### src/rtl/bank_latency_stats.sv
// bank_latency_stats: per-ID latency statistics for one memory bank.
// Tracks outstanding request IDs and accumulates matched response latency.
//
// Ports:
//   clk           sole clock
//   reset         synchronous, active-low
//   req_fire      request issued to the bank, ID on req_id
//   resp_fire     response returned by the bank, ID on resp_id
//   globalCycle   free-running 64-bit cycle count used as timestamp
//   clear         synchronous statistics clear (tag table kept)
//   rd_bin        histogram read index
//   rd_bin_count  registered count of histogram bin rd_bin
//   resp_count    matched responses
//   lat_sum       sum of matched latencies
//   lat_min       minimum matched latency (all-ones when none)
//   lat_max       maximum matched latency
//   orphan_count  responses with no outstanding entry
//   dup_count     requests to an already-outstanding ID
//   outstanding   number of valid tag-table entries
module bank_latency_stats #(
   parameter int ID_W      = 5,
   parameter int LAT_W     = 16,
   parameter int CNT_W     = 32,
   parameter int SUM_W     = 48,
   parameter int NUM_BINS  = 8,
   parameter int BIN_SHIFT = 4
) (
   input  logic                        clk,
   input  logic                        reset,
   input  logic                        req_fire,
   input  logic [ID_W-1:0]             req_id,
   input  logic                        resp_fire,
   input  logic [ID_W-1:0]             resp_id,
   input  logic [63:0]                 globalCycle,
   input  logic                        clear,
   input  logic [$clog2(NUM_BINS)-1:0] rd_bin,
   output logic [CNT_W-1:0]            rd_bin_count,
   output logic [CNT_W-1:0]            resp_count,
   output logic [SUM_W-1:0]            lat_sum,
   output logic [LAT_W-1:0]            lat_min,
   output logic [LAT_W-1:0]            lat_max,
   output logic [CNT_W-1:0]            orphan_count,
   output logic [CNT_W-1:0]            dup_count,
   output logic [ID_W:0]               outstanding
);

   localparam int DEPTH  = 1 << ID_W;
   localparam int BIN_W  = $clog2(NUM_BINS);
   localparam int OUT_W  = ID_W + 1;
   localparam int SUMX_W = SUM_W + 1;
   localparam logic [63:0] LAT_MAX64 =
      64'((65'd1 << LAT_W) - 65'd1);

   // tag table
   logic              r_valid [DEPTH];
   logic [63:0]       r_stamp [DEPTH];
   logic [OUT_W-1:0]  r_outstanding;

   // stage 1: latency of a matched response
   logic              r_s1_vld;
   logic [LAT_W-1:0]  r_s1_lat;

   // statistics
   logic [CNT_W-1:0]  r_resp_cnt;
   logic [SUM_W-1:0]  r_lat_sum;
   logic [LAT_W-1:0]  r_lat_min;
   logic [LAT_W-1:0]  r_lat_max;
   logic [CNT_W-1:0]  r_orphan_cnt;
   logic [CNT_W-1:0]  r_dup_cnt;
   logic [CNT_W-1:0]  r_bin [NUM_BINS];
   logic [CNT_W-1:0]  r_rd_bin_cnt;

   logic              w_resp_hit;
   logic              w_orphan;
   logic              w_same_id;
   logic              w_dup;
   logic              w_inc;
   logic              w_dec;
   logic [63:0]       w_lat_full;
   logic [LAT_W-1:0]  w_lat_sat;
   logic [SUMX_W-1:0] w_sum_ext;
   logic [SUM_W-1:0]  w_sum_sat;
   logic [LAT_W-1:0]  w_bin_raw;
   logic [BIN_W-1:0]  w_bin_idx;

   function automatic logic [CNT_W-1:0] f_sat_inc(
      input logic [CNT_W-1:0] v
   );
      return (&v) ? v : v + CNT_W'(1);
   endfunction

   // All lookups use the pre-edge table, so a same-cycle request
   // on the response's ID never affects that response.
   always_comb begin
      w_resp_hit = resp_fire & r_valid[resp_id];
      w_orphan   = resp_fire & ~r_valid[resp_id];
      w_same_id  = (req_id == resp_id);
      // a request colliding with its own response is a re-issue,
      // not a duplicate
      w_dup      = req_fire & r_valid[req_id]
                 & ~(resp_fire & w_same_id);
      w_inc      = req_fire & ~r_valid[req_id];
      w_dec      = w_resp_hit & ~(req_fire & w_same_id);
   end

   assign w_lat_full = globalCycle - r_stamp[resp_id];
   assign w_lat_sat  = (w_lat_full > LAT_MAX64) ?
                       '1 : w_lat_full[LAT_W-1:0];

   assign w_sum_ext = {1'b0, r_lat_sum} + SUMX_W'(r_s1_lat);
   assign w_sum_sat = w_sum_ext[SUM_W] ?
                      '1 : w_sum_ext[SUM_W-1:0];

   always_comb begin
      w_bin_raw = r_s1_lat >> BIN_SHIFT;
      w_bin_idx = BIN_W'(NUM_BINS - 1);
      if (w_bin_raw <= LAT_W'(NUM_BINS - 1)) begin
         w_bin_idx = w_bin_raw[BIN_W-1:0];
      end
   end

   // Stamps need no reset: valid gates every use.
   always_ff @(posedge clk) begin
      if (req_fire) begin
         r_stamp[req_id] <= globalCycle;
      end
   end

   // Request write is ordered after the response clear so it wins
   // on an ID collision.
   always_ff @(posedge clk) begin
      if (!reset) begin
         for (int i = 0; i < DEPTH; i++) begin
            r_valid[i] <= 1'b0;
         end
         r_outstanding <= '0;
      end else begin
         if (w_resp_hit) begin
            r_valid[resp_id] <= 1'b0;
         end
         if (req_fire) begin
            r_valid[req_id] <= 1'b1;
         end
         unique case ({w_inc, w_dec})
            2'b10:   r_outstanding <= r_outstanding + OUT_W'(1);
            2'b01:   r_outstanding <= r_outstanding - OUT_W'(1);
            default: r_outstanding <= r_outstanding;
         endcase
      end
   end

   // Stage 1 always loads; clear only affects the statistics, so a
   // response caught by clear still lands one cycle later.
   always_ff @(posedge clk) begin
      if (!reset) begin
         r_s1_vld <= 1'b0;
         r_s1_lat <= '0;
      end else begin
         r_s1_vld <= w_resp_hit;
         r_s1_lat <= w_lat_sat;
      end
   end

   always_ff @(posedge clk) begin
      if (!reset) begin
         r_resp_cnt   <= '0;
         r_lat_sum    <= '0;
         r_lat_min    <= '1;
         r_lat_max    <= '0;
         r_orphan_cnt <= '0;
         r_dup_cnt    <= '0;
         r_rd_bin_cnt <= '0;
         for (int i = 0; i < NUM_BINS; i++) begin
            r_bin[i] <= '0;
         end
      end else begin
         r_rd_bin_cnt <= r_bin[rd_bin];
         if (clear) begin
            r_resp_cnt   <= '0;
            r_lat_sum    <= '0;
            r_lat_min    <= '1;
            r_lat_max    <= '0;
            r_orphan_cnt <= '0;
            r_dup_cnt    <= '0;
            for (int i = 0; i < NUM_BINS; i++) begin
               r_bin[i] <= '0;
            end
         end else begin
            if (r_s1_vld) begin
               r_resp_cnt <= f_sat_inc(r_resp_cnt);
               r_lat_sum  <= w_sum_sat;
               if (r_s1_lat < r_lat_min) begin
                  r_lat_min <= r_s1_lat;
               end
               if (r_s1_lat > r_lat_max) begin
                  r_lat_max <= r_s1_lat;
               end
               r_bin[w_bin_idx] <= f_sat_inc(r_bin[w_bin_idx]);
            end
            if (w_orphan) begin
               r_orphan_cnt <= f_sat_inc(r_orphan_cnt);
            end
            if (w_dup) begin
               r_dup_cnt <= f_sat_inc(r_dup_cnt);
            end
         end
      end
   end

   assign rd_bin_count = r_rd_bin_cnt;
   assign resp_count   = r_resp_cnt;
   assign lat_sum      = r_lat_sum;
   assign lat_min      = r_lat_min;
   assign lat_max      = r_lat_max;
   assign orphan_count = r_orphan_cnt;
   assign dup_count    = r_dup_cnt;
   assign outstanding  = r_outstanding;

endmodule

### config.mk
export PLATFORM = sky130hd
export DESIGN_NAME = bank_latency_stats
export DESIGN_NICKNAME = d
export VERILOG_FILES = /design/src/rtl/bank_latency_stats.sv
export SDC_FILE = /design/constraint.sdc
export NUM_CORES = 2
export LEC_CHECK = 0
export ABC_AREA = 0
export CORE_ASPECT_RATIO = 0.75
export CORE_MARGIN = 1
export CORE_UTILIZATION = 60
export DETAILED_ROUTE_END_ITERATION = 12
export HOLD_SLACK_MARGIN = 0.1
export PLACE_DENSITY = 0.81
export SETUP_SLACK_MARGIN = 0.2
export SYNTH_ARGS = -nofsm -noshare
export SYNTH_HDL_FRONTEND = slang
export SYNTH_SLANG_ARGS = --single-unit
### constraint.sdc
create_clock -name clk -period 8.9 [get_ports clk]
set_input_delay 1.78 -clock clk [delete_from_list [all_inputs] [get_ports clk]]
set_output_delay 1.78 -clock clk [all_outputs]
set_load 0.01 [all_outputs]
==> impl.org <==
** Synth
- Mux share of post-synthesis cell area :: 13.7%
- Xor/xnor cell area share of the yosys netlist :: 1.49%
- Number of distinct library cell variants in the gate-level netlist after synthesis :: 92
- Cell area after synthesis :: 107000 µm²
- Synthesized-area fraction occupied by ao, oa, aoi and oai cells :: between 5 and 6%
- Register bit count reported by yosys :: 2567
- Dominant combinational cell family by area after synthesis :: multiplexers
- In the synthesized netlist, the number of instances is ~6400.
- Basic-gate share of the synthesized area counting and, or, nand and nor cells :: 5.95%
- EDFF count, synth :: around 2300
- Per-instance average area after synthesis :: 16.8 µm²
- Synth async-reset ratio :: 0%
- After Yosys synthesis, full adders, half adders and majority gates account for 1.45% of the synthesized area.
- When the netlist entered floorplanning its net count stood at 6577.
- Synthesis Warnings :: 0
- Register area share after synthesis :: a little over two thirds
- Dominant synthesized flop cell :: edfxtp_1

** Worst setup path
- Most frequent cell on the critical path :: a21oi_1
- Along the worst path, the maximum fanout reaches 26.
- Delay of the slowest cell on the worst path :: 0.74 ns
- STA puts the critical path data arrival time at 8.74 ns.
- Worst Path Required :: 9.59 ns
- Sort of element at the start of the critical path :: input port
- STA classifies the critical path endpoint as a flop.
- The critical path is of the in2reg type.
- Highest-delay cell along the critical path :: clkdlybuf4s50_1
- Traced cell by cell, the critical path runs through clkdlybuf4s50_1 -> nand2_1 -> nor2_4 -> buf_12 -> a22oi_1 -> nand3_1 -> a21oi_1 -> ha_1 -> a21oi_1 -> o21ai_1 -> nor3_1 -> and3_1 -> o21ai_0 -> xor2_1 -> a311oi_1 -> nand4_1 -> or4_1 -> a2111oi_4 -> buf_4 -> a31oi_1.

** Drt
- For this block, the via count after detailed routing is 66700.
- The count of nets left with antenna violations once routing finished came out at 0.
- Dividing the detail-routed wire length by the instance count gives 34.7 µm.
- DRC :: 0
- Number of search-and-repair iterations in the first detailed-routing pass :: 6
- Vias/cell :: a little over 7
- Aggregate routed wire length :: 323 mm
- For this block, the initial DRC count from the detailed router was between 10000 and 15000.

** CTS
- After clock tree synthesis, the clock-pin slew on the worst setup and hold paths is 0.07 ns.
- Clock tree synthesis selected as its root buffer the cell clkbuf_16.
- No sink is reached through more buffers than the 3 on the longest clock path.
- Once the clock tree was built, the setup fixing pass inserted 0 buffers.
- H-tree level count :: 4
- After clock tree synthesis, the repair step resized 0 gates.
- CTS tree :: yes
- Buffers inserted to repair hold after CTS numbered 0.
- The tree built by TritonCTS fans out to 2567 sinks.
- Clock buffer count from CTS :: approximately 230
- Source-to-sink clock delay at the later pin of the worst-skew pair :: slightly below 0.9 ns

** Placement
- Worst slack at placement :: between 0.2 and 0.25 ns
- Routability-driven placement finished with a final weighted congestion of 1.01.
- Detailed placement finished with a half-perimeter wire length of ~190 mm.
- Count of input and output buffers :: 295

** Run status
- The run finished with clean final reports.

** Power
- Combinational logic burns 8.3% of the power.
- Dividing total power by cell area gives a power density of between 200 and 250 nW/µm².
- Internal power comes to 19.5 mW.
- Per report_power, the clock group accounts for 39.1% of the total.
- Sequential fraction of design power :: a little over half
- Worst ir drop on vdd :: 0.275 mV
- Net switching is between 20% and 30% of the power.
- In this run the power spent charging and discharging nets is approximately 6 mW.
- Leak :: 39.1 nW

** STA
- Fin Setup TNS :: 0 ns
- Timing would allow up to 124 MHz.
- Max-slew violation count :: 0
- Fin crit share :: between 90% and 100%
- Max-slew headroom at the worst pin :: 12.3%
- At the pin with the least slew margin, the transition time is 1.31 ns.
- Time the worst path needs with I/O delays and setup :: 8.05 ns
- Fin worst setup slack :: 0.847 ns
- Number of endpoints failing setup at the final stage :: 0
- Hold Fails Final Rpt :: 0
- Setup repair after global routing left no endpoint under its margin.
- Clock skew on the completed layout was measured at 0.0509 ns.

** Floorplanning
- The core region is 176000 µm².
- The initial utilization of the core area, before any placement, comes to 60.7%.
- Die boundary height :: roughly 370 µm
- I/O Pins :: between 200 and 300
- Number of placement rows :: 133
- Die area :: 180000 µm²
- From left edge to right edge, the die measures 489 µm.

** Cells and area
- Storage cell area :: 74500 µm²
- The filler cells instantiated in the layout total ~11000.
- Layout cells sized above 1 :: 18.0%
- Area of the multi-input gates :: 30600 µm²
- Net count, final :: between 6000 and 7000
- Signed area change from the synthesized netlist to the final layout :: 13.1%

** Min path
- Hold Path Class :: reg2reg

** Global route
- First-pass GRT wire length :: about 460 mm
- Entering global routing, the biggest net connects 100 pins.
- Global-route total usage across every layer :: 36.0%
- The via count of the first global-routing pass is 65000.
- The number of antenna violations at the first check in global routing is 26.
- GRT overflow :: 0

** Job
- Max-cap violations :: 0
==> sequential cells by signal, summed over array words and instances, names as in the netlist, 32 cells and up <==
name / flops
dup_count: 32
r_stamp: 2048
lat_sum: 48
r_valid: 32
resp_count: 32
orphan_count: 32
r_bin: 256
rd_bin_count: 32
==> routing by layer <==
| metal | part of all wire [%] | track usage, % | routed length, µm | vias to the layer above |
|---|---|---|---|---|
| li1 | - | - | - | 26300 |
| met1 | 37 | 51.0 | 118000 | 33600 |
| met2 | 44 | 52.6 | 143000 | 5953 |
| met3 | 15 | 11.3 | 48400 | 848 |
| met4 | 4.0 | 13.8 | 13100 | 14 |
| met5 | 0.029 | 0 | 95 | - |
==> cells by family after synthesis <==
logic type,after synthesis
buf+inv,472
mux,721
xor+xnor,178
compound gates,967
fa+ha+maj,122
simple gates,1346
flops,2567
==> Yosys cell counts (7+ instances only) <==
master	instances	area (µm²)
o21ai_0	160	801
buf_1	96	360
a211oi_1	31	233
o21a_1	15	113
and2_1	15	93.8
nand2b_1	21	131
buf_2	27	135
a21o_1	37	278
mux2i_1	95	951
nand2_1	325	1220
mux4_2	587	13200
a311oi_1	15	131
or3_1	38	238
nor2_1	512	1920
a22o_1	14	123
xnor2_1	63	552
clkbuf_1	219	822
nor3b_1	9	67.6
o21ai_1	7	35.0
nor4_1	18	113
and4_1	49	429
a221oi_1	20	175
ha_1	119	1490
o31ai_1	9	67.6
a21oi_1	237	1190
and3_1	59	369
nand3b_1	8	60.1
inv_1	118	443
a21boi_0	10	75.1
o211ai_1	39	293
a31oi_1	44	275
nor2b_1	18	113
mux2_2	39	439
a22oi_1	252	1890
o21bai_1	9	67.6
a41oi_1	7	61.3
edfxtp_1	2304	69200
nor3_1	58	290
nand4_1	61	382
dfxtp_1	263	5270
or2_2	9	56.3
nand3_1	112	561
xor2_1	111	972
o2111ai_1	11	96.3
==> critical path, delay by kind of cell <==
| kind | cells | cell delay, ns |
|---|---|---|
| AO/OA/AOI/OAI | 8 | 2.69 |
| XOR/XNOR | 1 | 0.13 |
| adder cells (fa/ha/maj) | 1 | 0.59 |
| buffers and inverters | 3 | 1.36 |
| AND/OR/NAND/NOR | 7 | 2.10 |
==> power groups by stage <==
| stage | clock [mW] | sequential, mW | combinational, mW |
|---|---|---|---|
| global placement | 0 | 13.6 | 2.04 |
| finish | 9.98 | 13.4 | 2.12 |
| floorplan | 0 | 13.6 | 1.20 |
| detailed placement | 0 | 13.6 | 2.05 |
| CTS | 9.98 | 13.4 | 2.07 |
| global route | 10.4 | 13.4 | 2.21 |
==> cell usage in the layout (no fill, tap or decap), types with 16 or more instances in the layout <==
cell and n:
o211ai_1 39, nand4_1 61, nor4_1 17, clkbuf_1 52
a31oi_1 44, nor2b_1 17, mux2_2 39, clkinv_2 40
clkbuf_16 231, mux4_2 587, a21oi_1 236, ha_1 119
a211oi_1 31, bufinv_16 20, nor2_1 507, nand2b_1 20
mux2i_1 95, a221oi_1 20, edfxtp_1 2304, xnor2_1 63
dfxtp_1 261, and4_1 48, xor2_1 111, a22oi_1 252
buf_12 25, or3_1 35, inv_1 86, and3_1 59
nand3_1 112, diode_2 16, nand2_1 324, inv_4 32
a21o_1 37, clkdlybuf4s50_1 289, o21ai_0 160, nor3_1 55
clkinv_1 53, buf_4 178
==> path summary, 6_finish.rpt <==
| kind | from | to | slack [ns] | depth (start not counted) |
|---|---|---|---|---|
| max | resp_id[3] | r_s1_lat[15]$_SDFF_PN0_ | 0.85 | 20 |
| max reg2reg | r_s1_lat[15]$_SDFF_PN0_ | r_bin[7][23]$_SDFFCE_PN0P_ | 1.96 | 11 |
| min | r_valid[27]$_DFF_P_ | r_valid[27]$_DFF_P_ | 0.49 | 2 |
| min reg2reg | r_valid[27]$_DFF_P_ | r_valid[27]$_DFF_P_ | 0.49 | 2 |
==> per-stage QoR <==
stage	util [%]	area, µm²	instances	hold WS (ns)	power (mW)
floorplan	-	107000	6373	0.461	14.8
global placement	64.4	113000	8880	0.471	15.7
detailed placement	64.4	113000	8880	0.482	15.7
CTS	68.6	121000	9311	0.491	25.4
global route	68.6	121000	9325	0.513	26.0
finish	68.6	121000	9327	0.494	25.5
==> area by class of cell <==
class / count / share of cell area, %
inverter: 120 / 0.439
tap: 2362 / 2.45
clock buffer: 291 / 5.04
timing repair buffer: 497 / 3.95
sequential: 2567 / 61.7
clock inverter: 140 / 1.10
antenna: 16 / 0.0332
multi-input combinational: 3334 / 25.3
Note: power is estimated with default switching activity, not from simulation.
